<file path="src/rtl/dac_seq_pkg.sv">
// Shared state encoding and default widths for the DAC mute/mode sequencer.
package dac_seq_pkg;

  localparam int DW_DEF         = 24;
  localparam int RAMP_LOG2_DEF  = 8;
  localparam int SETTLE_CNT_DEF = 64;

  typedef enum logic [2:0] {
    ST_MUTED     = 3'd0,
    ST_SETTLE    = 3'd1,
    ST_RAMP_UP   = 3'd2,
    ST_RUN       = 3'd3,
    ST_RAMP_DOWN = 3'd4
  } seq_state_t;

endpackage

</file>
<file path="src/rtl/dac_gain_mult.sv">
// Registered signed sample x unsigned gain multiply, arithmetic (floor) shift back to DW bits.
module dac_gain_mult #(
  parameter int DW    = 24,
  parameter int GW    = 9,
  parameter int SHIFT = 8
) (
  input  logic          clk,
  input  logic          rst_n,
  input  logic          en,
  input  logic [DW-1:0] din,
  input  logic [GW-1:0] gain,
  output logic [DW-1:0] dout
);

  localparam int PW = DW + GW + 1;

  logic signed [PW-1:0] din_ext;
  logic signed [PW-1:0] gain_ext;
  logic signed [PW-1:0] product;
  logic [DW-1:0]        dout_reg;

  // gain is unsigned, so it is zero-extended; the sample is sign-extended
  assign din_ext  = $signed({{(PW-DW){din[DW-1]}}, din});
  assign gain_ext = $signed({{(PW-GW){1'b0}}, gain});
  assign product  = din_ext * gain_ext;

  always_ff @(posedge clk or negedge rst_n) begin
    if (!rst_n) begin
      dout_reg <= '0;
    end else if (en) begin
      dout_reg <= DW'(product >>> SHIFT);
    end
  end

  assign dout = dout_reg;

endmodule

</file>
<file path="src/rtl/dac_mute_sequencer.sv">
// Soft mute/unmute gain ramp in front of the DAC; ISI/MIS mode bits only move while fully muted.
module dac_mute_sequencer
  import dac_seq_pkg::*;
#(
  parameter int DW         = DW_DEF,
  parameter int RAMP_LOG2  = RAMP_LOG2_DEF,
  parameter int SETTLE_CNT = SETTLE_CNT_DEF
) (
  input  logic          m_clk,
  input  logic          rst_n,
  input  logic          sample_en,
  input  logic [DW-1:0] din,
  input  logic          isi_req,
  input  logic          mis_req,
  input  logic          mute_req,
  output logic [DW-1:0] dout,
  output logic          isi_sel,
  output logic          mis_sel,
  output logic          muted,
  output logic          ramping
);

  localparam int              GW   = RAMP_LOG2 + 1;
  localparam int              CW   = (SETTLE_CNT > 1) ? $clog2(SETTLE_CNT) : 1;
  localparam logic [GW-1:0]   FULL = GW'(1) << RAMP_LOG2;

  seq_state_t    state_reg, state_next;
  logic [GW-1:0] gain_reg, gain_next, gain_inc;
  logic [CW-1:0] settle_cnt_reg, settle_cnt_next;
  logic          isi_sel_reg, isi_sel_next;
  logic          mis_sel_reg, mis_sel_next;
  logic          mismatch;

  assign mismatch = (isi_req != isi_sel_reg) | (mis_req != mis_sel_reg);
  assign gain_inc = gain_reg + GW'(1);

  always_ff @(posedge m_clk or negedge rst_n) begin
    if (!rst_n) begin
      state_reg      <= ST_MUTED;
      gain_reg       <= '0;
      settle_cnt_reg <= '0;
      isi_sel_reg    <= 1'b0;
      mis_sel_reg    <= 1'b0;
    end else begin
      state_reg      <= state_next;
      gain_reg       <= gain_next;
      settle_cnt_reg <= settle_cnt_next;
      isi_sel_reg    <= isi_sel_next;
      mis_sel_reg    <= mis_sel_next;
    end
  end

  always_comb begin
    state_next      = state_reg;
    gain_next       = gain_reg;
    settle_cnt_next = settle_cnt_reg;
    isi_sel_next    = isi_sel_reg;
    mis_sel_next    = mis_sel_reg;
    if (sample_en) begin
      unique case (state_reg)
        ST_MUTED: begin
          // a pending mode change wins over unmute so the switch always happens at zero gain
          if (mismatch) begin
            isi_sel_next    = isi_req;
            mis_sel_next    = mis_req;
            settle_cnt_next = CW'(SETTLE_CNT - 1);
            state_next      = ST_SETTLE;
          end else if (!mute_req) begin
            state_next = ST_RAMP_UP;
          end
        end
        ST_SETTLE: begin
          if (settle_cnt_reg == '0) state_next = ST_MUTED;
          else                      settle_cnt_next = settle_cnt_reg - CW'(1);
        end
        ST_RAMP_UP: begin
          if (mute_req | mismatch) begin
            state_next = ST_RAMP_DOWN;
          end else begin
            gain_next = gain_inc;
            if (gain_inc == FULL) state_next = ST_RUN;
          end
        end
        ST_RUN: begin
          if (mute_req | mismatch) state_next = ST_RAMP_DOWN;
        end
        ST_RAMP_DOWN: begin
          // a ramp down always completes; withdrawn requests are looked at again in MUTED
          if (gain_reg <= GW'(1)) begin
            gain_next  = '0;
            state_next = ST_MUTED;
          end else begin
            gain_next = gain_reg - GW'(1);
          end
        end
        default: begin
          gain_next  = '0;
          state_next = ST_MUTED;
        end
      endcase
    end
  end

  dac_gain_mult #(
    .DW    (DW),
    .GW    (GW),
    .SHIFT (RAMP_LOG2)
  ) u_gain_mult (
    .clk   (m_clk),
    .rst_n (rst_n),
    .en    (sample_en),
    .din   (din),
    .gain  (gain_reg),
    .dout  (dout)
  );

  assign isi_sel = isi_sel_reg;
  assign mis_sel = mis_sel_reg;
  assign muted   = (state_reg == ST_MUTED) || (state_reg == ST_SETTLE);
  assign ramping = (state_reg == ST_RAMP_UP) || (state_reg == ST_RAMP_DOWN);

endmodule

</file>
<file path="config.mk">
export PLATFORM = sky130hd
export DESIGN_NAME = dac_mute_sequencer
export DESIGN_NICKNAME = d
export VERILOG_FILES = /design/src/rtl/dac_seq_pkg.sv /design/src/rtl/dac_gain_mult.sv /design/src/rtl/dac_mute_sequencer.sv
export SDC_FILE = /design/constraint.sdc
export NUM_CORES = 1
export LEC_CHECK = 0
export BUFFER_PORTS_ARGS = -buffer_cell sky130_fd_sc_hd__buf_2
export CAP_MARGIN = 10
export CORE_ASPECT_RATIO = 0.5
export CORE_UTILIZATION = 53
export DETAILED_ROUTE_END_ITERATION = 6
export PLACE_DENSITY = 0.71
export SYNTH_ARGS = -nofsm -noshare
export SYNTH_HDL_FRONTEND = slang
export SYNTH_SLANG_ARGS = --single-unit
</file>
<file path="constraint.sdc">
create_clock -name m_clk -period 7.7 [get_ports m_clk]
set_input_delay 0.77 -clock m_clk [delete_from_list [all_inputs] [get_ports m_clk]]
set_output_delay 0.77 -clock m_clk [all_outputs]
set_load 0.05 [all_outputs]
</file>
==> summary.txt, run 1 <==
Clk sinks: 44
Post-synth EDFFs: 0
Initial antenna violation count: 0
Hold buffers post-CTS: 0
Vias: 7221
Hold Fails Final Rpt: 0
Drt drc: 1
Largest net degree at the start of global routing: 45
Share of cells above drive strength 1: 9.79%
DP Wirelength: 16700 µm
Commonest non-fill, non-tap cell in the layout: inv_1
CP Launch Type: register
Largest stage delay, worst path: 0.74 ns
I/O pin count: 58
CTS tree: done
Initial DRC count: 321
Placed Cells: 1299
CTS max path bufs: 2
Fin cells: 1307
Gr ovfl total: 0
Max Fclk: 161 MHz
Post-CTS setup buffers: 0
Synth Area per Inst: 9.02 µm²
Max_slew headroom: 24.1%
Fin Clk Skew: 0.0104 ns
Max-cap check violation count: 0
Synthesized Nets: 1323
WP data required: 7.88 ns
Root buf cell: clkbuf_16
RSZ-0062 raised after global routing: false
Vias in the first global route: 7831
First-pass GRT wire length: 36300 µm
Total CTS buffers: 5
Slew Viols, Final: 0
Die Area: 18500 µm²
Yosys cell types: 66
Syn Std Cell Area: 9480 µm²
Number of routed nets with antenna violations: 0
Worst-Margin Slew: 1.13 ns
YS warnings: 0
Port-buffer cells: 57
Routed Wire Length: 20700 µm
Most frequent cells in the layout: 192 x inv_1, 170 x fa_1, 128 x nand2_1
Antenna diodes: 0
Starting Density: 54.3%
P&R area growth vs syn: 6.57%
Rows: 34
NumNets Final: 1344
Setup crit end kind: register
Fraction of the cycle the final worst path needs: 80.8%
Failing checks: DRC
Setup TNS: 0 ns
Seq/Total Area, Yosys: 11.6%
Placement Cell Area: 9920 µm²
# setup viols final: 0
Die X: 191 µm
GP Congestion: 0.850
Slowest-stage cell, CP: dfrtp_1
Yosys reg bits: 44
Status: finished, violations left
Post-Synthesis Cells: 1051
Via/cell ratio: 5.52
Core Region: 17400 µm²
Design Area, Final: 10100 µm²
Most used cell, CP: fa_1
Detailed Routing Iterations Pass 1: 7
Main synth FF type: dfrtp_1
Worst min-delay path class: reg2reg
Chip height: 96.6 µm
Async SR Flop Fraction: 100%
Global-route usage over all layers: 24.9%
Max FFs per register: 24
Crit-path cells: buf_4, nand2_1, fa_1, inv_1, fa_1, fa_1, fa_1, inv_1, fa_1, inv_1, ha_1, a21oi_1, nand2_1, a211oi_1, o211ai_1, o211ai_1, o31ai_1, xor2_1, mux2_2
WS Path Type: reg2reg
Arrival time worst endpoint: 6.40 ns
H-tree levels: 2
Post-CTS sizing: 0
Crit path max fanout: 19
Wirelength per Cell: 15.9 µm
Clk Latency, worst-skew pair: 0.30 ns
Final Critical Period: 6.22 ns
Clk slew on worst S/H paths: 0.07 ns
==> critical path: cells and delay by family, from the launching register on <==
| kind | cells | cell delay, ns |
|---|---|---|
| XOR/XNOR | 1 | 0.18 |
| adder cells (fa/ha/maj) | 6 | 2.84 |
| AO/OA/AOI/OAI | 5 | 1.26 |
| AND/OR/NAND/NOR | 2 | 0.27 |
| flip-flops | 1 | 0.74 |
| buffers and inverters | 4 | 0.53 |
| multiplexers | 1 | 0.29 |
==> metal layers <==
metal,part of all wire [%],track usage [%],vias to the layer above
li1,-,-,3356
met1,43,30.4,3690
met2,52,47.9,151
met3,4.1,2.96,24
met4,1.4,5.56,0
met5,0,0,-
==> cells by family (layout without fill, tap and decap cells) <==
logic type,after synthesis,in the layout,synth area share [%]
buffers and inverters,243,265,9.64
AOI/OAI and AO/OA,135,135,9.93
muxes,19,19,2.24
DFF,44,44,11.6
xor gates and xnor gates,33,33,3.05
adders and majority gates,242,242,45.4
and+or+nand+nor,335,335,18.1
==> worst paths after layout <==
check	from	end	slack [ns]	cells after the start
min in group asynchronous	rst_n	u_gain_mult.dout[1]	0.62	1
hold reg to reg	gain_reg[6]	gain_reg[6]	0.46	1
max in group asynchronous	rst_n	gain_reg[7]	6.46	1
hold / removal	gain_reg[6]	gain_reg[6]	0.46	1
setup reg to reg	gain_reg[2]	u_gain_mult.dout[22]	1.48	19
setup / recovery	gain_reg[2]	u_gain_mult.dout[22]	1.48	19
==> final cells by class <==
class	instances	area [µm²]
Clock buffer	6	139
Clock inverter	2	38.8
Fill cell	1564	7340
Inverter	192	721
Sequential cell	44	1100
Timing Repair Buffer	65	345
Tap cell	234	293
Multi-Input combinational cell	764	7460
==> through the flow <==
step	utilization, %	setup WS (ns)	hold WS (ns)
5_1_grt	57.9	1.16	0.498
6_report	57.9	1.48	0.457
3_3_place_gp	56.9	1.51	0.430
4_1_cts	57.9	1.57	0.463
2_1_floorplan	-	1.82	0.429
3_5_place_dp	56.9	1.39	0.455
==> cell usage after synthesis, types with 3 or more instances <==
library cell	number	area, µm²
inv_1	192	721
fa_1	170	3400
nand2_1	128	480
and2_1	114	713
ha_1	72	901
dfrtp_1	44	1100
clkbuf_1	43	161
a21oi_1	34	170
nor2_1	25	93.8
o21ai_0	25	125
xnor2_1	21	184
mux2_2	18	203
nand3_1	12	60.1
xor2_1	12	105
nand4_1	9	56.3
and3_1	8	50.1
a21o_1	7	52.6
buf_1	7	26.3
nand2b_1	7	43.8
nor3_1	7	35.0
o22ai_1	6	37.5
o311ai_0	5	43.8
o31ai_1	5	37.5
or3_1	5	31.3
a211oi_1	4	30.0
a31oi_1	4	25.0
o21a_1	4	30.0
a221oi_1	3	26.3
nor2b_1	3	18.8
nor4_1	3	18.8
o211ai_1	3	22.5
o21bai_1	3	22.5
o221ai_1	3	26.3
Power of run 1 is left out: the tool's default activity adds up to more than one toggle a clock period on the data nets, which glitch-free logic cannot reach.
==> inputs of run 2 (changes only) <==
Settings changed: ABC_AREA set to 1, PLACE_DENSITY 0.71 to 0.73.
Clock period 7.7 ns to 5 ns, I/O delays scaled along.
==> summary.txt, run 2 <==
Status: completed
CTS tree: done
Fraction of the cycle the final worst path needs: 96.9% (+16 points)
Clock power share: 6.8%
Async SR Flop Fraction: 100% (unchanged)
Slew Viols, Final: 0 (unchanged)
Area share of the leading cell type in the synthesized netlist: 32.3% (-3.6 points)
Post-synth top cells: 493 x nand2_1, 409 x inv_1, 170 x fa_1
Most common cell in the netlist: nand2_1
Wirelength per Cell: 14.6 µm (-7.8%)
Rows: 36 (+5.9%)
Placement Cell Area: 11700 µm² (+18%)
Total power: 5.89 mW
Hold Fails Final Rpt: 0 (unchanged)
Synthesized Nets: 1785 (+35%)
Synth Area per Inst: 6.96 µm² (-23%)
CP Launch Type: register
Leak Pwr: 7.73 nW
First-pass GRT wire length: 46500 µm (+28%)
Worst-Margin Slew: 1.10 ns (-0.0288 ns)
Initial antenna violation count: 1 (+1)
Utilization after layout: 63.6% (+5.7 points)
Antenna diodes: 0 (unchanged)
P&R area growth vs syn: 17.6%
Most frequent cells in the layout: 477 x nand2_1, 406 x inv_1, 169 x fa_1
Design Area, Final: 12400 µm² (+22%)
Final Critical Period: 4.84 ns (-1.38 ns)
Starting Density: 54.1% (-0.25 points)
Number of routed nets with antenna violations: 0 (unchanged)
I/O pin count: 58 (unchanged)
Main synth FF type: dfrtp_1
Port-buffer cells: 57 (unchanged)
Most used cell, CP: nand2_1
YS warnings: 0 (unchanged)
Largest net degree at the start of global routing: 45 (unchanged)
Share of cells above drive strength 1: 17.0% (+7.2 points)
Yosys cell types: 36 (-45%)
Commonest non-fill, non-tap cell in the layout: nand2_1
Yosys reg bits: 44 (unchanged)
DP Worst Slack: -0.0891 ns (-1.47 ns)
Ranking of synthesized cells by area: fa_1 32%, nand2_1 18%, inv_1 15%, dfrtp_1 10%, ha_1 8.6%
Gr ovfl total: 0 (unchanged)
NumNets Final: 1894 (+41%)
Vias in the first global route: 9740 (+24%)
Drt drc: 0 (-1)
Fin Clk Skew: 0.00718 ns (-0.00323 ns)
Max-cap check violation count: 0 (unchanged)
Post-synth EDFFs: 0 (unchanged)
Synth area leader: fa_1
# setup viols final: 0 (unchanged)
Die Area: 20500 µm² (+11%)
Core Region: 19500 µm² (+12%)
CTS max path bufs: 2 (unchanged)
Max FFs per register: 24 (unchanged)
PwrDens: 476 nW/µm²
Total CTS buffers: 5 (unchanged)
Clk sinks: 44 (unchanged)
Global-route usage over all layers: 28.5% (+3.5 points)
Clk Latency, worst-skew pair: 0.30 ns (about the same)
Seq/Total Area, Yosys: 10.5% (-1.2 points)
Detailed Routing Iterations Pass 1: 7 (unchanged)
Arrival time worst endpoint: 5.03 ns (-1.37 ns)
Worst Path Buf+Inv: 6 (+2)
Routed Wire Length: 27600 µm (+33%)
Maximum VDD drop: 0.000202 V
Int Pwr: 2.73 mW
Slowest-stage cell, CP: fa_1
Top cell family by delay on the critical path: adder cells
Syn Std Cell Area: 10500 µm² (+11%)
Clk slew on worst S/H paths: 0.07 ns (about the same)
Post-Synthesis Cells: 1513 (+44%)
RSZ-0062 raised after global routing: true
Worst min-delay path class: in2async
Die X: 201 µm (+5.3%)
WS Path Type: reg2reg
Initial DRC count: 633 (+97%)
Vias: 9570 (+33%)
Root buf cell: clkbuf_16
Crit path max fanout: 15 (-4)
H-tree levels: 2 (unchanged)
Fin worst setup slack: 0.157 ns (-1.32 ns)
Largest stage delay, worst path: 0.58 ns (-0.16 ns)
WP data required: 5.19 ns (-2.69 ns)
Setup crit end kind: register
Combinational Power Share: 83.5%
Net Sw Power: 3.16 mW
Switching portion of total power: 53.6%
Chip height: 102 µm (+5.3%)
Via/cell ratio: 5.07 (-8.3%)
GP Congestion: 1.03 (+21%)
DP Wirelength: 22900 µm (+37%)
Sequential Power Share: 9.7%
Max Fclk: 206 MHz (+28%)
Crit-path cells: buf_12, nand2_1, inv_1, fa_1, fa_1, fa_1, fa_1, inv_1, fa_1, inv_1, ha_4, nand2_1, inv_1, nand2_1, buf_4, nor4_2, nand2_1, nand2_1, nand2_1, nand3_1, nand2_1
Max_slew headroom: 26.8% (+2.7 points)
==> run 2: cell count changes after synthesis, sizes merged, moves of 7 or more <==
cell,previous run,this run
xnor2,21,12
buf,8,20
inv,192,411
nand3,12,60
nor2,25,70
o21ai,27,37
a21o,7,0
and3,8,0
nand2,128,495
and2,114,0
mux2,18,0
nand2b,7,0
==> run 2: power by group through the flow <==
| stage | Combinational (mW) | Clock (mW) | Sequential, mW |
|---|---|---|---|
| global placement | 4.25 | 0 | 0.559 |
| detailed placement | 4.37 | 0 | 0.563 |
| CTS | 4.39 | 0.408 | 0.560 |
| floorplan | 2.84 | 0 | 0.654 |
| global route | 5.53 | 0.419 | 0.583 |
| finish | 4.92 | 0.401 | 0.571 |
==> run 2: area by class of cell <==
type	instances	area [µm²]
clock buffer	5	125
clock inverter	3	46.3
fill	1692	7080
inverter	413	1560
multi-input combinational	999	8070
sequential	44	1110
tap	266	333
timing repair buffer	159	1130
==> run 2: cell families (layout without fill, tap and decap cells) <==
| kind of cell | count (synthesis) | count (layout) | share of synthesized area (%) |
|---|---|---|---|
| fa+ha+maj | 242 | 242 | 40.9 |
| buf+inv | 470 | 580 | 17.3 |
| flops | 44 | 44 | 10.5 |
| xor+xnor | 25 | 25 | 2.08 |
| compound gates | 78 | 78 | 4.08 |
| simple gates | 654 | 654 | 25.2 |
==> run 2: final timing paths <==
kind | cells after the start | start | to | slack [ns]
max in group asynchronous | 1 | rst_n | gain_reg[6] | 3.84
setup reg to reg | 21 | gain_reg[4] | u_gain_mult.dout[18] | 0.16
hold reg to reg | 2 | u_gain_mult.dout[18] | u_gain_mult.dout[18] | 0.48
hold / removal | 1 | rst_n | isi_sel | 0.40
min in group m_clk | 3 | mis_req | mis_sel | 0.44
setup / recovery | 21 | gain_reg[4] | u_gain_mult.dout[18] | 0.16
==> run 2: per-stage QoR <==
stage          TNS (ns)  hold slack, ns  cells
3_5_place_dp     -0.834           0.461   1879
2_1_floorplan         0           0.204   1513
5_1_grt          -0.549           0.447   1889
4_1_cts               0           0.434   1887
3_3_place_gp     -0.470           0.459   1879
6_report              0           0.402   1889
==> run 2: per-layer routing <==
layer / share of wire, % / GRT usage (%) / up-vias
met1: 46 / 39.2 / 4600
met5: 0.036 / 0 / -
met2: 45 / 47.6 / 356
li1: - / - / 4573
met4: 1.3 / 5.54 / 2
met3: 8.0 / 5.21 / 39
==> run 2: worst reg2reg max path, stage by stage (launching register included) <==
cell and delay (ns):
dfrtp_2 0.50, buf_12 0.19, nand2_1 0.06, inv_1 0.05, fa_1 0.50, fa_1 0.58, fa_1 0.43, fa_1 0.49
inv_1 0.05, fa_1 0.47, inv_1 0.06, ha_4 0.30, nand2_1 0.08, inv_1 0.08, nand2_1 0.11, buf_4 0.17
nor4_2 0.22, nand2_1 0.13, nand2_1 0.08, nand2_1 0.05, nand3_1 0.09, nand2_1 0.06
==> run 2: timing repair <==
| item | 4_1_cts | 5_1_grt |
|---|---|---|
| gates cloned | 0 | 0 |
| hold buffers | 0 | 0 |
| endpoints found under the setup margin | 10 | 23 |
| endpoints found under the hold margin | 0 | 0 |
| buffers inserted | 0 | 2 |
| resized for setup | 5 | 108 |
| pin swaps | 0 | 5 |
Power figures use the tool's default switching activity.
